--- src/rtl/udp_tx_framer.sv ---
// Ethernet/IPv4/UDP transmit framer: fixed header fields plus a show-ahead payload FIFO,
// streamed to an arbiter port as big-endian 32-bit words and padded to the 60-byte minimum.
module udp_tx_framer #(
    parameter logic [47:0] SRC_MAC  = 48'h0007ED000001,
    parameter logic [47:0] DST_MAC  = 48'hFFFFFFFFFFFF,
    parameter logic [31:0] SRC_IP   = 32'hC0A80001,
    parameter logic [31:0] DST_IP   = 32'hC0A800FF,
    parameter logic [15:0] SRC_PORT = 16'd5000,
    parameter logic [15:0] DST_PORT = 16'd5001,
    parameter logic [7:0]  TTL      = 8'd64,
    parameter logic [10:0] MAX_LEN  = 11'd1472,
    parameter int unsigned IFG_CYC  = 4
) (
    input  logic        clk,
    input  logic        reset_n,
    input  logic        start,
    input  logic [10:0] pay_len,
    input  logic [31:0] pay_data,
    input  logic        pay_empty,
    output logic        pay_rd,
    output logic        en_udp,
    input  logic        tx_rdy,
    output logic        tx_wren,
    output logic        tx_sop,
    output logic        tx_eop,
    output logic [1:0]  tx_mod,
    output logic [31:0] tx_data,
    output logic        busy,
    output logic        err
);

    typedef enum logic [2:0] {
        IDLE     = 3'd0,
        REQ      = 3'd1,
        WAIT_RDY = 3'd2,
        HDR      = 3'd3,
        PAY      = 3'd4,
        PAD      = 3'd5,
        GAP      = 3'd6
    } state_t;

    localparam logic [9:0]  HDR_WORDS = 10'd10;
    localparam logic [11:0] MIN_BYTES = 12'd60;
    localparam logic [7:0]  GAP_LAST  = 8'(IFG_CYC - 1);

    state_t      state_r, state_s;
    logic [10:0] len_r;
    logic [15:0] ident_r, csum_r, plow_r;
    logic [9:0]  last_idx_r, npop_r, wcnt_r;
    logic [1:0]  mod_r;
    logic [7:0]  gap_r;
    logic        under_r;

    logic        pay_rd_r, en_udp_r, tx_wren_r, tx_sop_r, tx_eop_r, busy_r, err_r;
    logic [1:0]  tx_mod_r;
    logic [31:0] tx_data_r;

    logic        emit_s, last_s, pop_due_s, pop_next_s, accept_s, reject_s;
    logic [9:0]  idx_s, nxt_idx_s;
    logic [11:0] blen_s;
    logic [31:0] cur_s, word_s;
    logic        pay_rd_s, en_udp_s, tx_wren_s, tx_sop_s, tx_eop_s, busy_s, err_s;
    logic [1:0]  tx_mod_s;
    logic [31:0] tx_data_s;

    function automatic logic [15:0] ip_csum(input logic [10:0] len, input logic [15:0] id);
        logic [19:0] sum;
        sum = 20'h04500 + {9'd0, len} + 20'd28 + {4'd0, id} + 20'h04000 + {4'd0, TTL, 8'h11}
            + {4'd0, SRC_IP[31:16]} + {4'd0, SRC_IP[15:0]}
            + {4'd0, DST_IP[31:16]} + {4'd0, DST_IP[15:0]};
        sum = {4'd0, sum[15:0]} + {16'd0, sum[19:16]};
        sum = {4'd0, sum[15:0]} + {16'd0, sum[19:16]};
        return ~sum[15:0];
    endfunction

    assign accept_s  = (state_r == IDLE) && start && (pay_len <= MAX_LEN);
    assign reject_s  = (state_r == IDLE) && start && (pay_len > MAX_LEN);
    assign blen_s    = (({1'b0, len_r} + 12'd42) < MIN_BYTES) ? MIN_BYTES : ({1'b0, len_r} + 12'd42);
    assign last_s    = (idx_s == last_idx_r);
    assign nxt_idx_s = idx_s + 10'd1;
    assign pop_due_s = (idx_s >= HDR_WORDS) && ((idx_s - HDR_WORDS) < npop_r);
    // pay_rd is registered, so it is raised one word early and the pop lands on the edge that consumes the head
    assign pop_next_s = emit_s && !last_s && (nxt_idx_s >= HDR_WORDS) && ((nxt_idx_s - HDR_WORDS) < npop_r);

    // Word-slot decode: word 0 goes out on the grant edge, later words on every following edge
    always_comb begin
        emit_s = 1'b0;
        idx_s  = wcnt_r;
        case (state_r)
            WAIT_RDY: begin
                emit_s = tx_rdy;
                idx_s  = 10'd0;
            end
            HDR, PAY, PAD: emit_s = 1'b1;
            default:       emit_s = 1'b0;
        endcase
    end

    // Next-state logic
    always_comb begin
        state_s = state_r;
        case (state_r)
            IDLE: begin
                if (accept_s) state_s = REQ;
                else          state_s = IDLE;
            end
            REQ: state_s = WAIT_RDY;
            WAIT_RDY, HDR, PAY, PAD: begin
                if (!emit_s)                             state_s = state_r;
                else if (last_s)                         state_s = GAP;
                else if (nxt_idx_s < HDR_WORDS)          state_s = HDR;
                else if (nxt_idx_s <= HDR_WORDS + npop_r) state_s = PAY;
                else                                     state_s = PAD;
            end
            GAP: begin
                if (gap_r == GAP_LAST) state_s = IDLE;
                else                   state_s = GAP;
            end
            default: state_s = IDLE;
        endcase
    end

    // Frame word mux and next values of the registered outputs
    always_comb begin
        if (pop_due_s && !pay_empty) cur_s = pay_data;
        else                         cur_s = 32'd0;
        case (idx_s)
            10'd0:   word_s = DST_MAC[47:16];
            10'd1:   word_s = {DST_MAC[15:0], SRC_MAC[47:32]};
            10'd2:   word_s = SRC_MAC[31:0];
            10'd3:   word_s = {16'h0800, 16'h4500};
            10'd4:   word_s = {{5'd0, len_r} + 16'd28, ident_r};
            10'd5:   word_s = {16'h4000, TTL, 8'h11};
            10'd6:   word_s = {csum_r, SRC_IP[31:16]};
            10'd7:   word_s = {SRC_IP[15:0], DST_IP[31:16]};
            10'd8:   word_s = {DST_IP[15:0], SRC_PORT};
            10'd9:   word_s = {DST_PORT, {5'd0, len_r} + 16'd8};
            default: word_s = {(idx_s == HDR_WORDS) ? 16'h0000 : plow_r, cur_s[31:16]};
        endcase
        tx_wren_s = emit_s;
        tx_sop_s  = emit_s && (idx_s == 10'd0);
        tx_eop_s  = emit_s && last_s;
        if (emit_s && last_s) tx_mod_s = mod_r;
        else                  tx_mod_s = 2'd0;
        if (emit_s) tx_data_s = word_s;
        else        tx_data_s = 32'd0;
        pay_rd_s = pop_next_s;
        en_udp_s = accept_s;
        busy_s   = (state_s != IDLE);
        err_s    = reject_s || (emit_s && pop_due_s && pay_empty && !under_r);
    end

    // State, frame context and output registers
    always_ff @(posedge clk) begin
        if (!reset_n) begin
            state_r    <= IDLE;
            len_r      <= 11'd0;
            ident_r    <= 16'd0;
            csum_r     <= 16'd0;
            plow_r     <= 16'd0;
            last_idx_r <= 10'd0;
            npop_r     <= 10'd0;
            wcnt_r     <= 10'd0;
            mod_r      <= 2'd0;
            gap_r      <= 8'd0;
            under_r    <= 1'b0;
            pay_rd_r   <= 1'b0;
            en_udp_r   <= 1'b0;
            tx_wren_r  <= 1'b0;
            tx_sop_r   <= 1'b0;
            tx_eop_r   <= 1'b0;
            tx_mod_r   <= 2'd0;
            tx_data_r  <= 32'd0;
            busy_r     <= 1'b0;
            err_r      <= 1'b0;
        end else begin
            state_r   <= state_s;
            pay_rd_r  <= pay_rd_s;
            en_udp_r  <= en_udp_s;
            tx_wren_r <= tx_wren_s;
            tx_sop_r  <= tx_sop_s;
            tx_eop_r  <= tx_eop_s;
            tx_mod_r  <= tx_mod_s;
            tx_data_r <= tx_data_s;
            busy_r    <= busy_s;
            err_r     <= err_s;
            if (accept_s) len_r <= pay_len;
            if (state_r == REQ) begin
                csum_r     <= ip_csum(len_r, ident_r);
                last_idx_r <= 10'((blen_s + 12'd3) >> 2) - 10'd1;
                npop_r     <= 10'(({1'b0, len_r} + 12'd3) >> 2);
                mod_r      <= 2'd0 - blen_s[1:0];
                wcnt_r     <= 10'd0;
                plow_r     <= 16'd0;
                under_r    <= 1'b0;
            end
            if (emit_s) begin
                wcnt_r <= nxt_idx_s;
                if (idx_s >= HDR_WORDS) plow_r <= cur_s[15:0];
                if (pop_due_s && pay_empty) under_r <= 1'b1;
                if (last_s) ident_r <= ident_r + 16'd1;
            end
            if (state_r == GAP) gap_r <= gap_r + 8'd1;
            else                gap_r <= 8'd0;
        end
    end

    assign pay_rd  = pay_rd_r;
    assign en_udp  = en_udp_r;
    assign tx_wren = tx_wren_r;
    assign tx_sop  = tx_sop_r;
    assign tx_eop  = tx_eop_r;
    assign tx_mod  = tx_mod_r;
    assign tx_data = tx_data_r;
    assign busy    = busy_r;
    assign err     = err_r;

endmodule

--- config.mk ---
export PLATFORM = sky130hd
export DESIGN_NAME = udp_tx_framer
export DESIGN_NICKNAME = d
export VERILOG_FILES = /design/src/rtl/udp_tx_framer.sv
export SDC_FILE = /design/constraint.sdc
export NUM_CORES = 1
export LEC_CHECK = 0
export ABC_CLOCK_PERIOD_IN_PS = 7170
export CAP_MARGIN = 5
export CORE_ASPECT_RATIO = 0.75
export CORE_MARGIN = 3
export CORE_UTILIZATION = 60
export CTS_BUF_LIST = sky130_fd_sc_hd__clkbuf_2
export DETAILED_ROUTE_END_ITERATION = 6
export GPL_TIMING_DRIVEN = 0
export PLACE_DENSITY = 0.94
export SKIP_CTS_REPAIR_TIMING = 1
export SYNTH_ARGS = -nofsm -noshare
export SYNTH_HDL_FRONTEND = slang
export SYNTH_SLANG_ARGS = --single-unit
--- constraint.sdc ---
create_clock -name clk -period 7.17 [get_ports clk]
set_clock_uncertainty 0.1 [all_clocks]
set_input_delay 0.717 -clock clk [delete_from_list [all_inputs] [get_ports clk]]
set_output_delay 0.717 -clock clk [all_outputs]
set_load 0.05 [all_outputs]
==> metrics.txt, run 1 <==
Synth Area in Compound Gates=20.6%; Hold Path Class=primary input to flip-flop; number of port buffers=87; Root Buffer=clkbuf_2; initial drt markers=1,566; worst setup margin=0.528 ns; Synth Area in XOR/XNOR=9.89%; period utilisation layout=92.6%; Site Rows=39; drt total wl=32,100 microns; Final Critical Period=6.64 ns; remaining global-route overflow=0; Syn Nets=1,351; Core Footprint=15,600 sq um; number of detailed-route iterations in the first pass=7; IO Pins=89; clk slew on worst S/H paths=0.28 ns; largest family of logic cells by synthesized area=simple AND/OR/NAND/NOR gates; Crit Path Category=flip-flop to flip-flop; CP endpoint kind=flip-flop; Crit Path Max Fanout=10; Slew Limit Fails=0; Die Area=17,900 sq um; via count=10,100; CP Launch Type=flip-flop; area of the multi-input gates=6390 sq um; Cell Area, Synth=9810 sq um; Seq cells post-synth=144; crit path from=len_r[5]$_SDFFE_PN0P_; Setup TNS=0 ns; status=finished, violations left; vias in the first global route=9,250; largest area contributor in the netlist=dfxtp_1; Synth Area in Adders=10.3%; Die Ht=117 microns; Final Util=71.8%; Initial Util=62.8%; Critical Path RT=7.80 ns; syn avg cell area=8.02 sq um; most frequent cells in the layout=dfxtp_1 (144), nor2_1 (130), nand2_1 (101), clkdlybuf4s50_1 (87), ha_1 (79); Main synth FF type=dfxtp_1; Nets=1,462; vias per inst=6.51; residual DRC count=9; Hold Fails Final Rpt=0; pre-CTS setup slack=0.359 ns; Pwr Density=233 nW/um^2; TritonCTS clock tree=yes; largest cells by area after synthesis=dfxtp_1 (29%), ha_1 (10%), xnor2_1 (7.0%); area delta synth->final=14.3%; initial antenna violation count=1; DRT antenna net count=0; maxcap violations=0; fraction of registers with async set or reset after synthesis=0%; origin of the worst min-delay path=pay_data[18]; share of layout cells above drive strength 1=5.12%; H-tree Lvls=4; final setup fails=0; maximum clock frequency=151 MHz; Rel. slew slack=6.55%; number of distinct library cells after synthesis=88; sequential element share of the synthesized area=29.4%; dpl hpwl=24,900 microns; CTS buffer count=17; largest net degree at the start of global routing=17; Post-synth EDFFs=0; multiplexer share of the synthesized area=1.12%; CTS sink cnt=144; Routability Congestion=1.00; synthesized-area fraction occupied by and/or/nand/nor cells=23.0%; hold slack=0.315 ns; RSZ-0062 raised after global routing=no; Static Leak=4.34 nW; clock buffer depth=2; FILL cells=1,282; Synth top area share=29.4%; Worst-Skew Late Latency=0.83 ns; Routed wire per std cell=20.7 microns; FF+latch area=2880 sq um; Horiz. Die Dim=154 microns; Yosys Warn Count=0; reg2reg start=len_r[5]$_SDFFE_PN0P_; Total GRT Usage=35.3%; crit path DAT=7.27 ns; first-pass GRT wire length=49,600 microns; Slew @ Worst Pin=1.40 ns; failing checks=design-rule violations; commonest non-fill, non-tap cell in the layout=dfxtp_1; Peak VDD IR=0.000172 V; Synth Instances=1,223
==> metal layers <==
layer / wire [microns] / vias to the layer above / global-route usage (%)
met5: 0 / - / 0
met4: 1090 / 0 / 12.0
met3: 4660 / 109 / 13.7
met2: 12900 / 685 / 50.5
met1: 13500 / 4699 / 48.8
li1: - / 4613 / -
==> path summary, 6_finish.rpt <==
kind,endpoint,slack [ns],cells after the start
setup / recovery,csum_r[10]$_SDFFE_PN0P_,0.53,26
hold / removal,tx_data[2]$_SDFF_PN0_,0.31,3
setup reg to reg,csum_r[10]$_SDFFE_PN0P_,0.53,26
hold reg to reg,gap_r[0]$_SDFF_PN0_,0.37,1
==> critical path, cell delays in order, from the launching register on <==
cell and delay (ns):
dfxtp_1 0.47, clkbuf_2 0.30, inv_1 0.21, ha_1 0.33
inv_1 0.04, ha_1 0.37, nand2_2 0.09, o31ai_4 0.39
o211ai_1 0.22, a211oi_2 0.28, a21o_1 0.19, ha_1 0.19
inv_1 0.07, ha_1 0.23, nand3b_1 0.34, nor3_2 0.28
nand3_1 0.18, nand4b_1 0.25, or3_1 0.35, nor3_1 0.24
ha_1 0.24, ha_1 0.20, nand2_1 0.15, o31ai_1 0.39
nand2_1 0.13, xnor2_1 0.24, o21ai_0 0.12
==> where the power goes <==
group	total, W	internal, W	switching (W)
clock	0.000474	0.000108	0.000365
combinational	0.00120	0.000415	0.000786
sequential	0.000943	0.000880	0.0000627
total	0.00262	0.00140	0.00121
==> registers in the layout (all words and copies together) (netlist names), 2 cells and up <==
register    flops
mod_r           2
plow_r         16
gap_r           8
npop_r         10
last_idx_r     10
len_r          11
state_r         3
csum_r         16
ident_r        16
wcnt_r         10
tx_data        32
tx_mod          2
==> logic make-up after synthesis <==
logic type / count (synthesis)
simple gates: 445
compound gates: 290
flops: 144
xor+xnor: 110
mux: 11
fa+ha+maj: 80
buf+inv: 143
==> cell type report <==
cell class | instances | share of cell area [%]
Buffer | 65 | 2.34
Clock inverter | 15 | 1.25
Clock buffer | 17 | 0.759
Tap cell | 205 | 2.29
Timing Repair Buffer | 92 | 8.10
Sequential cell | 144 | 25.7
Multi-Input combinational cell | 936 | 56.9
Inverter | 78 | 2.61
Antenna cell | 1 | 0.0223
==> cell usage after synthesis, types with 11 or more instances <==
library cell  instances
dfxtp_1             144
nor2_1              130
nand2_1             101
ha_1                 79
xnor2_1              78
inv_1                77
a21oi_1              65
o21ai_0              55
clkbuf_1             48
nand3_1              42
xor2_1               31
nor3_1               27
a211oi_1             25
a22o_1               22
nand4_1              19
nor4_1               19
a221oi_1             17
a31oi_1              17
or3_1                17
and3_1               14
and2_1               13
mux2i_1              11
nand2b_1             11
o21a_1               11
==> stage by stage <==
step	power, W	cell area, sq um	instances
2_1_floorplan	0.00175	9810	1223
3_3_place_gp	0.00207	10900	1515
3_5_place_dp	0.00210	10900	1516
4_1_cts	0.00256	11200	1548
5_1_grt	0.00274	11200	1553
6_report	0.00262	11200	1553
(Power assumes the default switching activity.)
==> run 2, diff against run 1 <==
--- a/config.mk
+++ b/config.mk
@@ -6,7 +6,6 @@
 export NUM_CORES = 1
 export LEC_CHECK = 0
 export ABC_CLOCK_PERIOD_IN_PS = 7170
-export CAP_MARGIN = 5
 export CORE_ASPECT_RATIO = 0.75
 export CORE_MARGIN = 3
 export CORE_UTILIZATION = 60
==> run 2 against run 1 <==
Net effect: the flow finishes with violations (design-rule violations, max-capacitance violations); first-iteration DRC count rose by 4.2%; register-to-register slack worse by 0.11 ns; final area is 0.12% lower; wire length decreased by 0.95%; setup slack got worse by 0.11 ns; utilization fell by 0.088 points; die area unchanged; critical path type unchanged; critical endpoint unchanged.
==> metrics.txt, run 2 (synthesis gave the netlist of run 1 again) <==
status=finished, violations left; failing checks=design-rule violations, max-capacitance violations; most frequent CP cell=ha_1; worst setup margin=0.418 ns; initial antenna violation count=1; CP delay by family, top=simple AND/OR/NAND/NOR gates; Seq pwr share=35.8%; vias in the first global route=9,138; non-filler cells, final=1,547; Comb pwr share=45.0%; period utilisation layout=94.2%; Die Ht=117 microns; max reg flops=32; Initial Util=62.8%; Max stage delay on crit path=0.48 ns; cell total after placement=1,515; share of layout cells above drive strength 1=4.77%; via count=10,200; maxcap violations=1; Site Rows=39; dpl hpwl=24,900 microns; Total GRT Usage=34.9%; Crit Path Category=flip-flop to flip-flop; Core Footprint=15,600 sq um; number of port buffers=87; Crit Path Max Fanout=10; Hold Fails Final Rpt=0; internal power=0.00143 W; pre-CTS setup slack=0.341 ns; most frequent cells in the layout=dfxtp_1 (144), nor2_1 (130), nand2_1 (101), clkdlybuf4s50_1 (87), ha_1 (79); Worst-Skew Late Latency=0.80 ns; Pwr Density=235 nW/um^2; commonest non-fill, non-tap cell in the layout=dfxtp_1; Peak VDD IR=0.000174 V; Nets=1,457; IO Pins=89; Final Critical Period=6.75 ns; initial drt markers=1,631; clock network fraction of total power=19.2%; RSZ-0062 raised after global routing=no; design area=11,200 sq um; CP Launch Type=flip-flop; H-tree Lvls=4; Critical Path RT=7.78 ns; CTS buffer count=17; Slew @ Worst Pin=1.49 ns; Routability Congestion=1.00; Setup TNS=0 ns; Die Area=17,900 sq um; area of the multi-input gates=6390 sq um; number of detailed-route iterations in the first pass=7; first-pass GRT wire length=49,400 microns; residual DRC count=9; Routed wire per std cell=20.6 microns; vias per inst=6.56; CTS sink cnt=144; Ant. Diodes=0; clk slew on worst S/H paths=0.25 ns; CP endpoint kind=flip-flop; switching share of power=45.7%; largest net degree at the start of global routing=17; FILL cells=1,271; TritonCTS clock tree=yes; drt total wl=31,800 microns; Slew Limit Fails=0; worst path buffer plus inverter count=4; Root Buffer=clkbuf_2; remaining global-route overflow=0; Rel. slew slack=0.353%; clock buffer depth=2; area delta synth->final=14.2%; crit path DAT=7.36 ns; maximum clock frequency=148 MHz; Horiz. Die Dim=154 microns; DP Area=10,900 sq um; FF+latch area=2880 sq um; Static Leak=4.33 nW; DRT antenna net count=0; final setup fails=0; switching power=0.00120 W; CP max-delay cell=dfxtp_1; Hold Path Class=primary input to flip-flop
[run 2: worst paths after layout]
kind	start	to	slack (ns)	depth (start not counted)
min	reset_n	last_idx_r[3]$_SDFFE_PN0P_	0.33	3
max reg2reg	len_r[5]$_SDFFE_PN0P_	csum_r[10]$_SDFFE_PN0P_	0.42	26
min reg2reg	gap_r[0]$_SDFF_PN0_	gap_r[0]$_SDFF_PN0_	0.37	1
max	len_r[5]$_SDFFE_PN0P_	csum_r[10]$_SDFFE_PN0P_	0.42	26
[run 2: cell type report]
| class | count | share of cell area (%) |
|---|---|---|
| multi-input combinational | 936 | 57.0 |
| sequential | 144 | 25.7 |
| timing repair buffer | 87 | 7.77 |
| inverter | 78 | 2.61 |
| buffer | 65 | 2.35 |
| tap | 205 | 2.29 |
| clock inverter | 15 | 1.49 |
| clock buffer | 17 | 0.759 |
[run 2: worst register-to-register path, cell delays in order, from the launching register on]
cell and delay [ns]:
dfxtp_1 0.48, clkbuf_2 0.29, inv_1 0.20, ha_1 0.33, inv_1 0.04, ha_1 0.37, nand2_2 0.09, o31ai_4 0.39
o211ai_1 0.22, a211oi_2 0.28, a21o_1 0.19, ha_1 0.19, inv_1 0.06, ha_1 0.21, nand3b_1 0.39, nor3_1 0.37
nand3_1 0.21, nand4b_1 0.24, or3_1 0.35, nor3_1 0.23, ha_1 0.24, ha_1 0.21, nand2_1 0.14, o31ai_1 0.37
nand2_1 0.12, xnor2_1 0.24, o21ai_0 0.12
[run 2: stage by stage]
step	power [W]	hold slack, ns	util [%]
4_1_cts	0.00259	0.297	71.7
3_5_place_dp	0.00210	0.336	70.1
5_1_grt	0.00275	0.300	71.7
6_report	0.00263	0.328	71.7
2_1_floorplan	0.00175	0.313	-
3_3_place_gp	0.00207	0.325	70.1
[run 2: metal layers]
layer	track usage, %	vias up	share of wire, %
met3	10.7	108	14
li1	-	4606	-
met2	49.9	723	40
met4	12.6	2	3.3
met5	0	-	0.041
met1	49.7	4715	42
[run 2: power groups by stage]
stage               combinational, W  clock [W]  sequential (W)
floorplan                   0.000713          0         0.00104
global placement             0.00111          0        0.000951
detailed placement           0.00114          0        0.000954
CTS                          0.00115   0.000500        0.000939
global route                 0.00127   0.000534        0.000950
finish                       0.00119   0.000505        0.000943
